===== config.mk =====
export PLATFORM = sky130hd
export DESIGN_NAME = zc_meas_mc
export DESIGN_NICKNAME = d
export VERILOG_FILES = /design/src/rtl/eq_meas_pkg.sv /design/src/rtl/zc_chan_meas.sv /design/src/rtl/zc_meas_mc.sv
export SDC_FILE = /design/constraint.sdc
export NUM_CORES = 1
export LEC_CHECK = 0
export ABC_CLOCK_PERIOD_IN_PS = 6050
export CAP_MARGIN = 20
export CELL_PAD_IN_SITES_DETAIL_PLACEMENT = 0
export CELL_PAD_IN_SITES_GLOBAL_PLACEMENT = 1
export CORE_MARGIN = 10
export CORE_UTILIZATION = 45
export CTS_CLUSTER_DIAMETER = 120
export DETAILED_ROUTE_END_ITERATION = 8
export GPL_ROUTABILITY_DRIVEN = 1
export PLACE_DENSITY = 0.94
export SKIP_CTS_REPAIR_TIMING = 1
export SLEW_MARGIN = 5
export SYNTH_ARGS = -nofsm -noshare
export SYNTH_HDL_FRONTEND = slang
export SYNTH_SLANG_ARGS = --single-unit

===== constraint.sdc =====
create_clock -name clk -period 6.05 [get_ports clk]
set_input_delay 0.9075 -clock clk [delete_from_list [all_inputs] [get_ports clk]]
set_output_delay 0.9075 -clock clk [all_outputs]
set_load 0.02 [all_outputs]

===== src/rtl/eq_meas_pkg.sv =====
// Shared types for the zero-crossing meter: top and per-channel FSM states
// plus the span accumulator width helper.
// No logic; imported by zc_meas_mc and zc_chan_meas.
package eq_meas_pkg;

  typedef enum logic [1:0] {
    IDLE = 2'd0,
    SEED = 2'd1,
    RUN  = 2'd2
  } top_state_t;

  typedef enum logic [1:0] {
    ARM  = 2'd0,
    MEAS = 2'd1,
    FIN  = 2'd2,
    TOUT = 2'd3
  } chan_state_t;

  // Width of a sum of num_span saturated spans: never overflows.
  function automatic int sum_w(input int cnt_w, input int num_span);
    return cnt_w + $clog2(num_span);
  endfunction

endpackage


===== src/rtl/zc_chan_meas.sv =====
// One channel of the zero-crossing meter: previous sample, span counter,
// span accumulator, signed peaks and the ARM/MEAS/FIN/TOUT state machine.
// Acts only on strobes from the top; results change only on a valid sample.
module zc_chan_meas
  import eq_meas_pkg::*;
#(
  parameter int DATA_W   = 16,
  parameter int CNT_W    = 16,
  parameter int NUM_SPAN = 4,
  localparam int SUM_W   = sum_w(CNT_W, NUM_SPAN)
) (
  input  logic                     clk,
  input  logic                     rst,
  input  logic                     clr,
  input  logic                     seed,
  input  logic                     smpl,
  input  logic                     tmo,
  input  logic signed [DATA_W-1:0] data,
  output logic        [SUM_W-1:0]  span_sum,
  output logic signed [DATA_W-1:0] peak_max,
  output logic signed [DATA_W-1:0] peak_min,
  output logic                     fin,
  output logic                     tout
);

  localparam int IDX_W = $clog2(NUM_SPAN + 1);
  localparam logic [CNT_W-1:0] CNT_MAX = '1;

  chan_state_t              state;
  chan_state_t              state_nxt;
  logic signed [DATA_W-1:0] prev;
  logic        [CNT_W-1:0]  cnt;
  logic        [CNT_W-1:0]  cnt_inc;
  logic        [IDX_W-1:0]  idx;
  logic                     active;
  logic                     xing;
  logic                     last_span;

  // Zero counts as positive, so a crossing is simply a sign-bit change.
  assign xing      = smpl && (data[DATA_W-1] != prev[DATA_W-1]);
  assign active    = (state == ARM) || (state == MEAS);
  assign cnt_inc   = (cnt == CNT_MAX) ? cnt : cnt + CNT_W'(1);
  assign last_span = (idx == IDX_W'(NUM_SPAN - 1));

  // State register.
  always_ff @(posedge clk) begin
    if (rst) begin
      state <= ARM;
    end else begin
      state <= state_nxt;
    end
  end

  // Next state: a crossing that completes the last span beats a timeout on the same sample.
  always_comb begin
    state_nxt = state;
    if (clr) begin
      state_nxt = ARM;
    end else if (smpl) begin
      case (state)
        ARM: begin
          if (tmo) begin
            state_nxt = TOUT;
          end else if (xing) begin
            state_nxt = MEAS;
          end
        end
        MEAS: begin
          if (xing && last_span) begin
            state_nxt = FIN;
          end else if (tmo) begin
            state_nxt = TOUT;
          end
        end
        default: state_nxt = state;
      endcase
    end
  end

  // Status outputs decoded from the state.
  always_comb begin
    fin  = (state == FIN);
    tout = (state == TOUT);
  end

  // Datapath: seed, span counting with saturation, accumulation and peak tracking.
  always_ff @(posedge clk) begin
    if (rst) begin
      prev     <= '0;
      cnt      <= '0;
      idx      <= '0;
      span_sum <= '0;
      peak_max <= '0;
      peak_min <= '0;
    end else if (clr) begin
      cnt      <= '0;
      idx      <= '0;
      span_sum <= '0;
    end else if (seed) begin
      prev     <= data;
      peak_max <= data;
      peak_min <= data;
      cnt      <= '0;
      idx      <= '0;
    end else if (smpl && active) begin
      prev <= data;
      if (data > peak_max) begin
        peak_max <= data;
      end
      if (data < peak_min) begin
        peak_min <= data;
      end
      if (state == MEAS) begin
        if (xing) begin
          span_sum <= span_sum + SUM_W'(cnt_inc);
          cnt      <= '0;
          idx      <= idx + IDX_W'(1);
        end else begin
          cnt <= cnt_inc;
        end
      end else if (xing) begin
        cnt <= '0;
      end
      // A timed-out channel reports no partial sum.
      if (state_nxt == TOUT) begin
        span_sum <= '0;
      end
    end
  end

endmodule


===== src/rtl/zc_meas_mc.sv =====
// Multi-channel zero-crossing span and peak meter over a bounded sample window.
// done is registered one cycle after the sample that ends the last channel.
// No backpressure: samples arrive as strobes and are ignored outside SEED/RUN.
module zc_meas_mc
  import eq_meas_pkg::*;
#(
  parameter int NUM_CH   = 2,
  parameter int DATA_W   = 16,
  parameter int CNT_W    = 16,
  parameter int NUM_SPAN = 4,
  parameter int MAX_SMPL = 2048,
  localparam int SUM_W   = sum_w(CNT_W, NUM_SPAN)
) (
  input  logic                       clk,
  input  logic                       rst,
  input  logic                       start,
  input  logic                       smpl_vld,
  input  logic [NUM_CH*DATA_W-1:0]   smpl_data,
  output logic                       busy,
  output logic                       done,
  output logic [NUM_CH*SUM_W-1:0]    span_sum,
  output logic [NUM_CH*DATA_W-1:0]   peak_max,
  output logic [NUM_CH*DATA_W-1:0]   peak_min,
  output logic [NUM_CH-1:0]          tout
);

  localparam int GC_W = $clog2(MAX_SMPL + 1);

  top_state_t        state;
  top_state_t        state_nxt;
  logic              start_acc;
  logic              seed_stb;
  logic              run_stb;
  logic              done_set;
  logic              tmo;
  logic              all_end;
  logic [GC_W-1:0]   gcnt;
  logic [NUM_CH-1:0] fin;

  for (genvar c = 0; c < NUM_CH; c++) begin : g_ch
    zc_chan_meas #(
      .DATA_W   (DATA_W),
      .CNT_W    (CNT_W),
      .NUM_SPAN (NUM_SPAN)
    ) u_chan (
      .clk      (clk),
      .rst      (rst),
      .clr      (start_acc),
      .seed     (seed_stb),
      .smpl     (run_stb),
      .tmo      (tmo),
      .data     (smpl_data[c*DATA_W +: DATA_W]),
      .span_sum (span_sum[c*SUM_W +: SUM_W]),
      .peak_max (peak_max[c*DATA_W +: DATA_W]),
      .peak_min (peak_min[c*DATA_W +: DATA_W]),
      .fin      (fin[c]),
      .tout     (tout[c])
    );
  end

  assign all_end = &(fin | tout);
  assign tmo     = run_stb && (gcnt == GC_W'(MAX_SMPL - 1));

  // State register.
  always_ff @(posedge clk) begin
    if (rst) begin
      state <= IDLE;
    end else begin
      state <= state_nxt;
    end
  end

  // Next state: start only counts from IDLE; the first sample after it seeds.
  always_comb begin
    state_nxt = state;
    case (state)
      IDLE:    if (start)    state_nxt = SEED;
      SEED:    if (smpl_vld) state_nxt = RUN;
      RUN:     if (all_end)  state_nxt = IDLE;
      default: state_nxt = IDLE;
    endcase
  end

  // Strobes to the channels and status; a start in IDLE swallows any coincident sample.
  always_comb begin
    start_acc = (state == IDLE) && start;
    seed_stb  = (state == SEED) && smpl_vld;
    run_stb   = (state == RUN) && smpl_vld;
    done_set  = (state == RUN) && all_end;
    busy      = (state != IDLE);
  end

  // done pulses in the cycle the state returns to IDLE, so busy falls with it.
  always_ff @(posedge clk) begin
    if (rst) begin
      done <= 1'b0;
    end else begin
      done <= done_set;
    end
  end

  // Global window counter over valid samples in RUN.
  always_ff @(posedge clk) begin
    if (rst || start_acc) begin
      gcnt <= '0;
    end else if (run_stb && (gcnt != GC_W'(MAX_SMPL))) begin
      gcnt <= gcnt + GC_W'(1);
    end
  end

endmodule


### Yosys cells after proc, flatten, opt, wreduce, memory -nomap -nowiden

Index checks and enable logic that the tools add are counted.

| operators by class | value |
|---|---|
| reduce and logical (&&, ||, !) cells | 47 |
| $add $sub $neg | 7 |
| magnitude comparators | 4 |
| bitwise logic cells | 3 |
| eq/ne operators | 21 |
| mux-type cells | 48 |

Operator list:

| cell | number |
|---|---|
| 16-bit 2-to-1 mux | 24 |
| 18-bit 2-to-1 mux | 6 |
| 18-bit by 16-bit adder with 18-bit output | 2 |
| 16-bit by 1-bit adder with 16-bit output, second input constant | 2 |
| 16-bit equality test, second input constant | 2 |
| 16-bit greater-than comparator | 2 |
| 16-bit < comparator | 2 |
| 2-bit 2-to-1 mux | 15 |
| 2-bit nonzero test | 13 |
| 3-bit AND reduction | 7 |
| 2-bit equality test, second input constant | 7 |
| 12-bit by 1-bit adder with 12-bit output, second input constant | 1 |
| 12-bit by 11-bit equality test with 1-bit output, second input constant | 1 |
| 1-bit logical AND | 12 |
| 12-bit != test, second input constant | 1 |
| 2-bit AND reduction | 5 |
| 2-bit case mux with 2 select lines | 2 |
| 4-bit AND reduction | 2 |
| 3-bit by 1-bit adder with 3-bit output, second input constant | 2 |
| 2-bit by 1-bit equality test with 1-bit output, second input constant | 3 |
| 3-bit by 2-bit equality test with 1-bit output, second input constant | 2 |
| 2-bit zero test | 3 |
| 2-bit != test, second input constant | 3 |
| 2-bit case mux with 3 select lines | 1 |
| 6 further kinds | 10 |

| storage, ports and cells | value |
|---|---|
| flip-flop bits (word level) | 189 |
| output and inout bits | 104 |
| input bits | 36 |
| word-level logic and storage cells | 147 |

### Logic depth before layout (Yosys ltp)

Gate-level depths: netlist (run 1).

| logic depth | value |
|---|---|
| depth after elaboration | 11 |
| depth in mapped cells | 17 |
| mapped depth without buffers | 15 |

### Hierarchy

Synthesis (run 1) repeated with hierarchy kept, for this count alone.

| second synthesis, totals | value |
|---|---|
| cells, all modules | 1239 |
| area, all modules | 10278.6 µm² |

Modules (own cells, without submodules):

| module | cells each | area each (µm²) | instances |
|---|---|---|---|
| zc_chan_meas at g_ch[0].u_chan | 588 | 4820.9 | 1 |
| zc_chan_meas at g_ch[1].u_chan | 567 | 4720.8 | 1 |
| zc_meas_mc | 84 | 737.0 | 1 |

### Worst setup path after synthesis (run 1)

OpenSTA, ideal clock, no wires.

| timing path | value |
|---|---|
| path type | register to register |
| start point | register g_ch[1].u_chan.cnt[4] |
| end point | register g_ch[1].u_chan.span_sum[16] |
| cell stages (with the launch flop) | 17 |
| required time | 5.915 ns |
| slack | 2.226 ns |
| library setup time | 0.135 ns |
| arrival time | 3.690 ns |
| path buffers | 2 |
| path through | dfxtp_1 -> buf_2 -> and4_1 -> clkbuf_1 -> nand4_1 -> nor4_1 -> xnor2_1 -> ha_1 -> fa_1 -> a21o_1 -> a221oi_2 -> o41a_1 -> o21ai_1 -> a2111oi_0 -> a211oi_1 -> xnor2_1 -> nor2_1 |

| between the ends | value |
|---|---|
| longest elaborated chain between the ends | 6 |

RTL lines:

| item | RTL line | text |
|---|---|---|
| start: declaration | zc_chan_meas.sv:32 | `logic [CNT_W-1:0] cnt;` |
| start signal: assignment | zc_chan_meas.sv:119 | `cnt <= cnt_inc;` |
| 16-bit by 1-bit adder with 16-bit output or 16-bit equality test (tied branches) | zc_chan_meas.sv:42 | `assign cnt_inc = (cnt == CNT_MAX) ? cnt : cnt + CNT_W'(1);` |
| 16-bit 2-to-1 mux * | zc_chan_meas.sv:42 |  |
| 18-bit by 16-bit adder with 18-bit output * | zc_chan_meas.sv:115 | `span_sum <= span_sum + SUM_W'(cnt_inc);` |
| 18-bit 2-to-1 mux * | zc_chan_meas.sv:114 | `if (xing) begin` |
| 18-bit 2-to-1 mux * | zc_chan_meas.sv:113 | `if (state == MEAS) begin` |
| 18-bit 2-to-1 mux * | zc_chan_meas.sv:125 | `if (state_nxt == TOUT) begin` |
| end signal: assignment | zc_chan_meas.sv:115 |  |
| end: declaration | zc_chan_meas.sv:19 | `output logic [SUM_W-1:0] span_sum,` |

Every way passes the cells marked *; elsewhere a longest branch is shown, timed or not. The select of a mux whose other input is x is not followed.
A chain may end at the register's enable or synchronous reset.

### Worst setup path after layout (run 1)

Ends and elaborated chain as after synthesis.

==> results.txt, run 1 <==
----------------------------------------------------
[Synthesis]
  Post-synth top flop ... dfxtp_1
  Gate Count Post-Synth ... 1,134
  Synth unique cells ... 79
  Commonest cells post-synth ... nor2_1 (161), dfxtp_1 (159), ha_1 (102), inv_1 (90), mux2i_1 (70)
  Number of enable-type register cells in the synthesized netlist ... 0
  Mapped Avg Cell Area ... between 8 and 9 µm²
  Proportion of netlist area held by the largest area contributor ... 32.6%
  Ys async rst share ... 0%
  Most frequent cell after synthesis ... nor2_1
  Share of synthesized area occupied by flip-flops and latches ... 32.6%
  Netlist Area Pre-Place ... 0.00975 mm²
  Synth warnings ... 0
  Post-synthesis register bit count ... 159
  Dominant cells by area after synthesis ... dfxtp_1 (33%), ha_1 (13%), mux2i_1 (7.2%), nor2_1 (6.2%), inv_1 (3.5%)
  Leading area contributor after synthesis ... dfxtp_1
  Post-synthesis net count ... 1,274

[Min path]
  Cell depth of the worst hold path ... 2
  Hold Crit Start ... g_ch[0].u_chan.prev[15]$_SDFFE_PP0P_
  Class of the tightest hold or removal check ... reg -> reg

[Clock tree]
  CTS Buf Count ... 17
  Clock transition at the register clock pins on the worst setup and hold paths after CTS ... 0.07 ns
  Clock Latency Late Sink ... 0.42 ns
  Clock H-tree levels ... 4
  Clock Tree Buf Depth ... 2
  Number of sinks handled by clock tree synthesis ... 159
  Clock tree from TritonCTS ... built
  Root Buffer Master ... clkbuf_16

[Global routing]
  Largest net degree at the start of global routing ... 72
  First-pass GRT wire length ... 40.6 mm
  Met1 Track Usage GR ... a little under a quarter
  Top Usage Layer GRT ... met2
  Antenna violations before repair ... 0
  Aggregate global routing overflow ... 0
  GRT Resource Usage Total ... between 10% and 20%
  Met2 Usage GRT ... 27.1%
  GR Util met3 ... ~3.4%
  Via count of the first global-routing pass ... 8,023

[Cells and area]
  Final Cell Area ... roughly 0.012 mm²
  Post-Route Utilization ... 56.3%
  Final net count ... between 1,000 and 1,500
  Area growth from synthesis to final layout ... 22.2%
  Share of post-route cells with drive strength above 1 ... 4.71%
  N_diodes ... 0

[Route]
  Routed WL ... 24.1 mm
  Post-route ant nets ... 0
  Detailed-route DRC error count ... 0
  Total via count in the routed design ... between 8,000 and 9,000
  First-iteration detailed-routing DRC count ... 570
  Routed length per instance ... 15.6 µm
  Initial DRT Pass Iterations ... 5
  Average vias per placed instance ... 5.43

[STA]
  Unrepaired setup endpoints after global routing ... no
  Worst slew slack as a fraction of its limit ... 37.0%
  Max Clk Rate ... about 230 MHz
  Total Negative Setup Slacks ... 0 ns
  Slew at the pin with the worst max-slew slack ... around 0.93 ns
  Number of hold-slack violations in the final timing report ... 0
  Crit path time final ... between 4 and 5 ns
  Final-report setup violation count ... 0
  Final Max Slew Viols ... 0
  Share of the clock period used by the worst path after layout ... 73.3%
  Worst clock skew on the final layout ... 0.0139 ns
  Worst hold slack ... 0.477 ns

[Critical path]
  Biggest fanout along the worst timing path ... 8
  Critical path endpoint category ... flop
  Path type of the worst setup path ... reg -> reg
  Arrival time of the worst setup path ... 4.72 ns
  Reg2reg start ... g_ch[1].u_chan.cnt[4]$_SDFFE_PP0P_
  Slack of the worst reg-to-reg path ... 1.61 ns
  Data required time of the worst path ... 6.33 ns
  Depth of the worst register-to-register path ... 14
  Beginning of the critical path ... g_ch[1].u_chan.cnt[4]$_SDFFE_PP0P_
  Critical path launch point type ... flop

[Run]
  Max-cap violations ... 0

[Pwr]
  Power density over the cells ... 205 mW/mm²
  IR Drop Worst-Case VDD ... 0.182 mV
  Post-layout total power ... 0.00244 W
  Pleak ... 4.85 nW

[Die]
  Chip height ... 167 µm
  Overall die area ... 0.0280 mm²
  Width of the die ... about 170 µm
  Initial cell density of the core ... 46.1%
  Top-level port count ... 140
  Core outline area ... 0.0212 mm²
  FP Rows ... 53

[Place]
  DP HPWL ... 17.8 mm
  GP Congestion ... 0.844
  Number of buffers added on ports ... roughly 140
  Area after detailed placement ... 0.0113 mm²

[Outcome]
  Result of the run ... finished, final reports clean

----------------------------------------------------
-- power breakdown --
part / leakage [nW] / internal [W] / switching (W)
logic: 3.30 / 0.000139 / 0.000172
clock network: 0.262 / 0.000591 / 0.000450
registers: 1.29 / 0.00107 / 0.0000184
total: 4.85 / 0.00180 / 0.000641
-- final timing paths --
kind	end
worst max-delay path	g_ch[1].u_chan.span_sum[16]$_SDFFE_PP0P_
worst min-delay path	g_ch[0].u_chan.prev[15]$_SDFFE_PP0P_
worst max register to register	g_ch[1].u_chan.span_sum[16]$_SDFFE_PP0P_
worst min register to register	g_ch[0].u_chan.prev[15]$_SDFFE_PP0P_
-- metal layers --
metal | vias to the layer above | share of wire (%)
met5 | - | 0
met4 | 0 | 0.99
met3 | 16 | 4.6
met2 | 181 | 45
met1 | 3911 | 49
li1 | 4292 | -
-- layout by cell type, fill, tap and decap left out, types with 5 or more instances in the layout --
master,instances
o21a_1,10
nand3_1,25
nand4_1,22
o21bai_1,6
clkdlybuf4s50_1,138
xnor2_1,37
o21ai_0,38
a21o_1,26
ha_1,102
or3_1,8
nor4_1,5
clkbuf_16,17
nor2_1,161
clkinvlp_4,5
o31ai_1,5
a211oi_1,10
nand2_1,58
dfxtp_1,159
a21oi_1,66
nand2b_1,7
a22o_1,14
a31oi_1,15
mux2i_1,70
and3_1,9
xor2_1,28
nor2b_1,6
inv_1,90
nor3_1,20
a22oi_1,28
-- sequential cells by signal (all words and copies together), names as in the netlist, 2 cells and up --
register              cells
g_ch.u_chan.peak_max     32
state                     2
g_ch.u_chan.peak_min     32
g_ch.u_chan.idx           6
g_ch.u_chan.state         4
g_ch.u_chan.prev          2
g_ch.u_chan.cnt          32
gcnt                     12
g_ch.u_chan.span_sum     36
-- critical path, cell delays in order, from the launching register on --
cell,delay (ns)
dfxtp_1,0.48
and4_1,0.35
nand4_1,0.26
nor4_1,0.70
xnor2_1,0.14
ha_1,0.24
fa_1,0.40
a21o_1,0.22
a221oi_2,0.33
o41a_1,0.23
o21ai_1,0.14
a2111oi_0,0.45
a211oi_1,0.12
xnor2_1,0.19
nor2_1,0.05
-- stage by stage --
stage	std cells	setup slack, ns
2_1_floorplan	1134	2.23
4_1_cts	1547	1.64
5_1_grt	1548	1.16
3_3_place_gp	1514	1.79
6_report	1548	1.61
3_5_place_dp	1515	1.67
-- logic make-up after synthesis --
group / share of synthesized area [%]
compound gates: 18.0
buf+inv: 5.52
mux: 7.30
xor+xnor: 5.84
fa+ha+maj: 13.5
simple gates: 17.2
flops: 32.6
-- layout make-up --
class	count	area (µm²)
fill	1947	9240
inverter	90	338
timing repair buffer	145	1450
sequential	159	3180
clock inverter	11	108
multi-input combinational	847	6040
clock buffer	21	460
tap	275	344
No activity file was read; power rests on OpenSTA's default activity.
==> inputs of run 2 (changes only) <==
--- a/config.mk
+++ b/config.mk
@@ -5,16 +5,16 @@
 export SDC_FILE = /design/constraint.sdc
 export NUM_CORES = 1
 export LEC_CHECK = 0
-export ABC_CLOCK_PERIOD_IN_PS = 6050
+export ABC_CLOCK_PERIOD_IN_PS = 3900
 export CAP_MARGIN = 20
 export CELL_PAD_IN_SITES_DETAIL_PLACEMENT = 0
 export CELL_PAD_IN_SITES_GLOBAL_PLACEMENT = 1
 export CORE_MARGIN = 10
-export CORE_UTILIZATION = 45
+export CORE_UTILIZATION = 38
 export CTS_CLUSTER_DIAMETER = 120
 export DETAILED_ROUTE_END_ITERATION = 8
 export GPL_ROUTABILITY_DRIVEN = 1
-export PLACE_DENSITY = 0.94
+export PLACE_DENSITY = 0.86
 export SKIP_CTS_REPAIR_TIMING = 1
 export SLEW_MARGIN = 5
 export SYNTH_ARGS = -nofsm -noshare
==> constraint.sdc (replaced) <==
create_clock -name clk -period 3.9 [get_ports clk]
set_input_delay 0.585 -clock clk [delete_from_list [all_inputs] [get_ports clk]]
set_output_delay 0.585 -clock clk [all_outputs]
set_load 0.02 [all_outputs]
==> run 2 against run 1 <==
Critical path depth is 1 lower. First-iteration DRC count is 14% lower. Largest cell class unchanged. Maximum frequency is 20% higher. Clock power is 65% higher. Largest power group is now clock. Cell count is 5.2% higher. Power is 60% higher. Critical endpoint is now g_ch[0].u_chan.span_sum[15]$_SDFFE_PP0P_. Highest routed layer unchanged. Setup slack worse by 1.4 ns. Hold slack worse by 0.0084 ns. Flip-flop and latch count stayed put. Register-to-register slack worse by 1.4 ns. Sequential power is 55% higher.
==> results.txt, run 2 (synthesis results as in run 1) <==
----------------------------------------------------
[Run]
  Max-cap violations ... 0 (unchanged)

[Route]
  Post-route ant nets ... 0 (unchanged)
  Routed length per instance ... 15.3 µm (-1.5%)
  First-iteration detailed-routing DRC count ... 493 (-14%)
  Total via count in the routed design ... 8,434 (+0.40%)
  Detailed-route DRC error count ... 0 (unchanged)
  Average vias per placed instance ... 5.18 (-4.5%)
  Initial DRT Pass Iterations ... 5 (unchanged)
  Routed WL ... 25.0 mm (+3.5%)

[Die]
  Core outline area ... 0.0252 mm² (+19%)
  Overall die area ... 0.0325 mm² (+16%)
  Width of the die ... 180 µm (+7.8%)
  Top-level port count ... 140 (unchanged)
  FP Rows ... 58 (+9.4%)
  Initial cell density of the core ... 38.7% (-7.4 points)
  Chip height ... 180 µm (+7.8%)

[Place]
  GP Congestion ... 0.844 (about the same)
  Worst Setup Slack post-DPL ... 0.0489 ns (-1.62 ns)
  DP HPWL ... 18.7 mm (+4.7%)
  Number of buffers added on ports ... 139 (unchanged)

[Global routing]
  Via count of the first global-routing pass ... 8,086 (+0.79%)
  Largest net degree at the start of global routing ... 72 (unchanged)
  Antenna violations before repair ... 0 (unchanged)
  First-pass GRT wire length ... 41.5 mm (+2.3%)
  GRT Resource Usage Total ... 15.0% (-1.8 points)
  Aggregate global routing overflow ... 0 (unchanged)

[Pwr]
  Switching part of the total ... 26.0% (-0.21 points)
  Combinational share of power ... 12.6% (-0.2 points)
  Post-layout total power ... 0.00390 W (+60%)
  Sequential cell fraction of total power ... 43.3% (-1.3 points)
  Pleak ... 5.00 nW (+3.2%)
  IR Drop Worst-Case VDD ... 0.222 mV (+22%)
  Switch Pwr ... 0.00102 W (+59%)
  Total internal power ... 0.00288 W (+60%)
  Portion of total power attributed to the clock network ... 44.1% (+1.4 points)
  Power density over the cells ... 319 mW/mm² (+56%)

[STA]
  Slew at the pin with the worst max-slew slack ... 0.840 ns (-0.0927 ns)
  Share of the clock period used by the worst path after layout ... 94.8% (+21 points)
  Max Clk Rate ... 270 MHz (+20%)
  Final-report setup violation count ... 0 (unchanged)
  Fin worst setup slack ... 0.202 ns (-1.41 ns)
  Number of hold-slack violations in the final timing report ... 0 (unchanged)
  Worst clock skew on the final layout ... 0.0131 ns (-0.000785 ns)
  Unrepaired setup endpoints after global routing ... yes
  Final Max Slew Viols ... 0 (unchanged)
  Worst hold slack ... 0.469 ns (-0.00841 ns)
  Crit path time final ... 3.70 ns (-0.740 ns)
  Worst slew slack as a fraction of its limit ... 43.8% (+6.8 points)

[Critical path]
  Critical path endpoint category ... flop
  Data required time of the worst path ... 4.21 ns (-2.12 ns)
  Chain of cells forming the critical path ... and4_4 -> nand4_2 -> or3_4 -> mux2_2 -> ha_1 -> a21o_1 -> a21oi_1 -> o21bai_1 -> a211o_1 -> a31oi_2 -> a211oi_1 -> xor2_1 -> a22o_1
  Max stage delay on crit path ... 0.49 ns (-0.21 ns)
  Biggest fanout along the worst timing path ... 9 (+1)
  Critical path launch point type ... flop
  Path type of the worst setup path ... reg -> reg
  Cell type of the slowest stage on the worst timing path ... or3_4
  Arrival time of the worst setup path ... 4.01 ns (-0.71 ns)

[Outcome]
  Result of the run ... finished, final reports clean

[Clock tree]
  Clock Latency Late Sink ... 0.43 ns (about the same)
  Clock H-tree levels ... 4 (unchanged)
  Clock transition at the register clock pins on the worst setup and hold paths after CTS ... 0.07 ns (about the same)
  Clock tree from TritonCTS ... built
  Number of sinks handled by clock tree synthesis ... 159 (unchanged)
  Clock Tree Buf Depth ... 2 (unchanged)
  Root Buffer Master ... clkbuf_16
  CTS Buf Count ... 17 (unchanged)

[Cells and area]
  Most frequent cells in the layout ... nor2_1 (161), dfxtp_1 (158), clkdlybuf4s50_1 (138), ha_1 (102), inv_1 (90)
  Register containing the most flip-flops in the final layout ... g_ch.u_chan.span_sum
  Largest register FFs ... 36 (unchanged)
  Post-Route Utilization ... 48.6% (-7.7 points)
  Share of post-route cells with drive strength above 1 ... 7.09% (+2.4 points)
  Commonest non-fill, non-tap cell in the layout ... nor2_1
  Final net count ... 1,425 (+1.8%)
  Area growth from synthesis to final layout ... 25.5%
  N_diodes ... 0 (unchanged)

[Min path]
  Class of the tightest hold or removal check ... reg -> reg

----------------------------------------------------
## run 2: worst paths after layout
check,startpoint,end,slack [ns],cells past startpoint
setup / recovery,g_ch[0].u_chan.cnt[5]$_SDFFE_PP0P_,g_ch[0].u_chan.span_sum[15]$_SDFFE_PP0P_,0.20,13
hold / removal,g_ch[0].u_chan.prev[15]$_SDFFE_PP0P_,g_ch[0].u_chan.prev[15]$_SDFFE_PP0P_,0.47,2
hold reg to reg,g_ch[0].u_chan.prev[15]$_SDFFE_PP0P_,g_ch[0].u_chan.prev[15]$_SDFFE_PP0P_,0.47,2
setup reg to reg,g_ch[0].u_chan.cnt[5]$_SDFFE_PP0P_,g_ch[0].u_chan.span_sum[15]$_SDFFE_PP0P_,0.20,13
## run 2: area by class of cell
cell class / instances / area, µm²
flip-flops and latches: 159 / 3180
multi-input cells: 847 / 6060
clock buffers: 22 / 474
inverters: 90 / 338
fillers: 2441 / 12900
well taps: 330 / 413
repair buffers: 170 / 1630
clock inverters: 10 / 128
## run 2: metrics by stage
step	TNS [ns]	cells	area (µm²)
after floorplan	0	1134	9750
after global placement	0	1596	11600
after detailed placement	0	1596	11600
after CTS	0	1628	12200
after global routing	-0.0949	1628	12200
final	0	1628	12200
## run 2: layer usage
layer / routed length [µm] / GRT usage, % / vias up
met2: 11200 / 24.3 / 175
met4: 283 / 4.00 / 0
met5: 0 / 0 / -
li1: - / - / 4345
met3: 1170 / 2.79 / 19
met1: 12300 / 20.1 / 3895
## run 2: worst max-delay path, delay by kind of cell, from the launching register on
kind / cells / cell delay (ns)
and+or+nand+nor: 3 / 0.90
adders and majority gates: 1 / 0.28
muxes: 1 / 0.32
AOI/OAI and AO/OA: 7 / 1.50
DFF: 1 / 0.41
xor gates and xnor gates: 1 / 0.15
## run 2: power by group through the flow
stage,logic (W),clock network [W],registers [W]
2_1_floorplan,0.000260,0,0.00175
3_3_place_gp,0.000489,0,0.00172
3_5_place_dp,0.000494,0,0.00172
4_1_cts,0.000497,0.00177,0.00169
5_1_grt,0.000549,0.00183,0.00169
6_report,0.000491,0.00172,0.00169
==> inputs of run 3 (changes only) <==
--- a/config.mk
+++ b/config.mk
@@ -11,7 +11,6 @@
 export CELL_PAD_IN_SITES_GLOBAL_PLACEMENT = 1
 export CORE_MARGIN = 10
 export CORE_UTILIZATION = 38
-export CTS_CLUSTER_DIAMETER = 120
 export DETAILED_ROUTE_END_ITERATION = 8
 export GPL_ROUTABILITY_DRIVEN = 1
 export PLACE_DENSITY = 0.86
==> results of run 3 <==
Same layout as run 2: the final DEF is identical, and so are final timing and power.
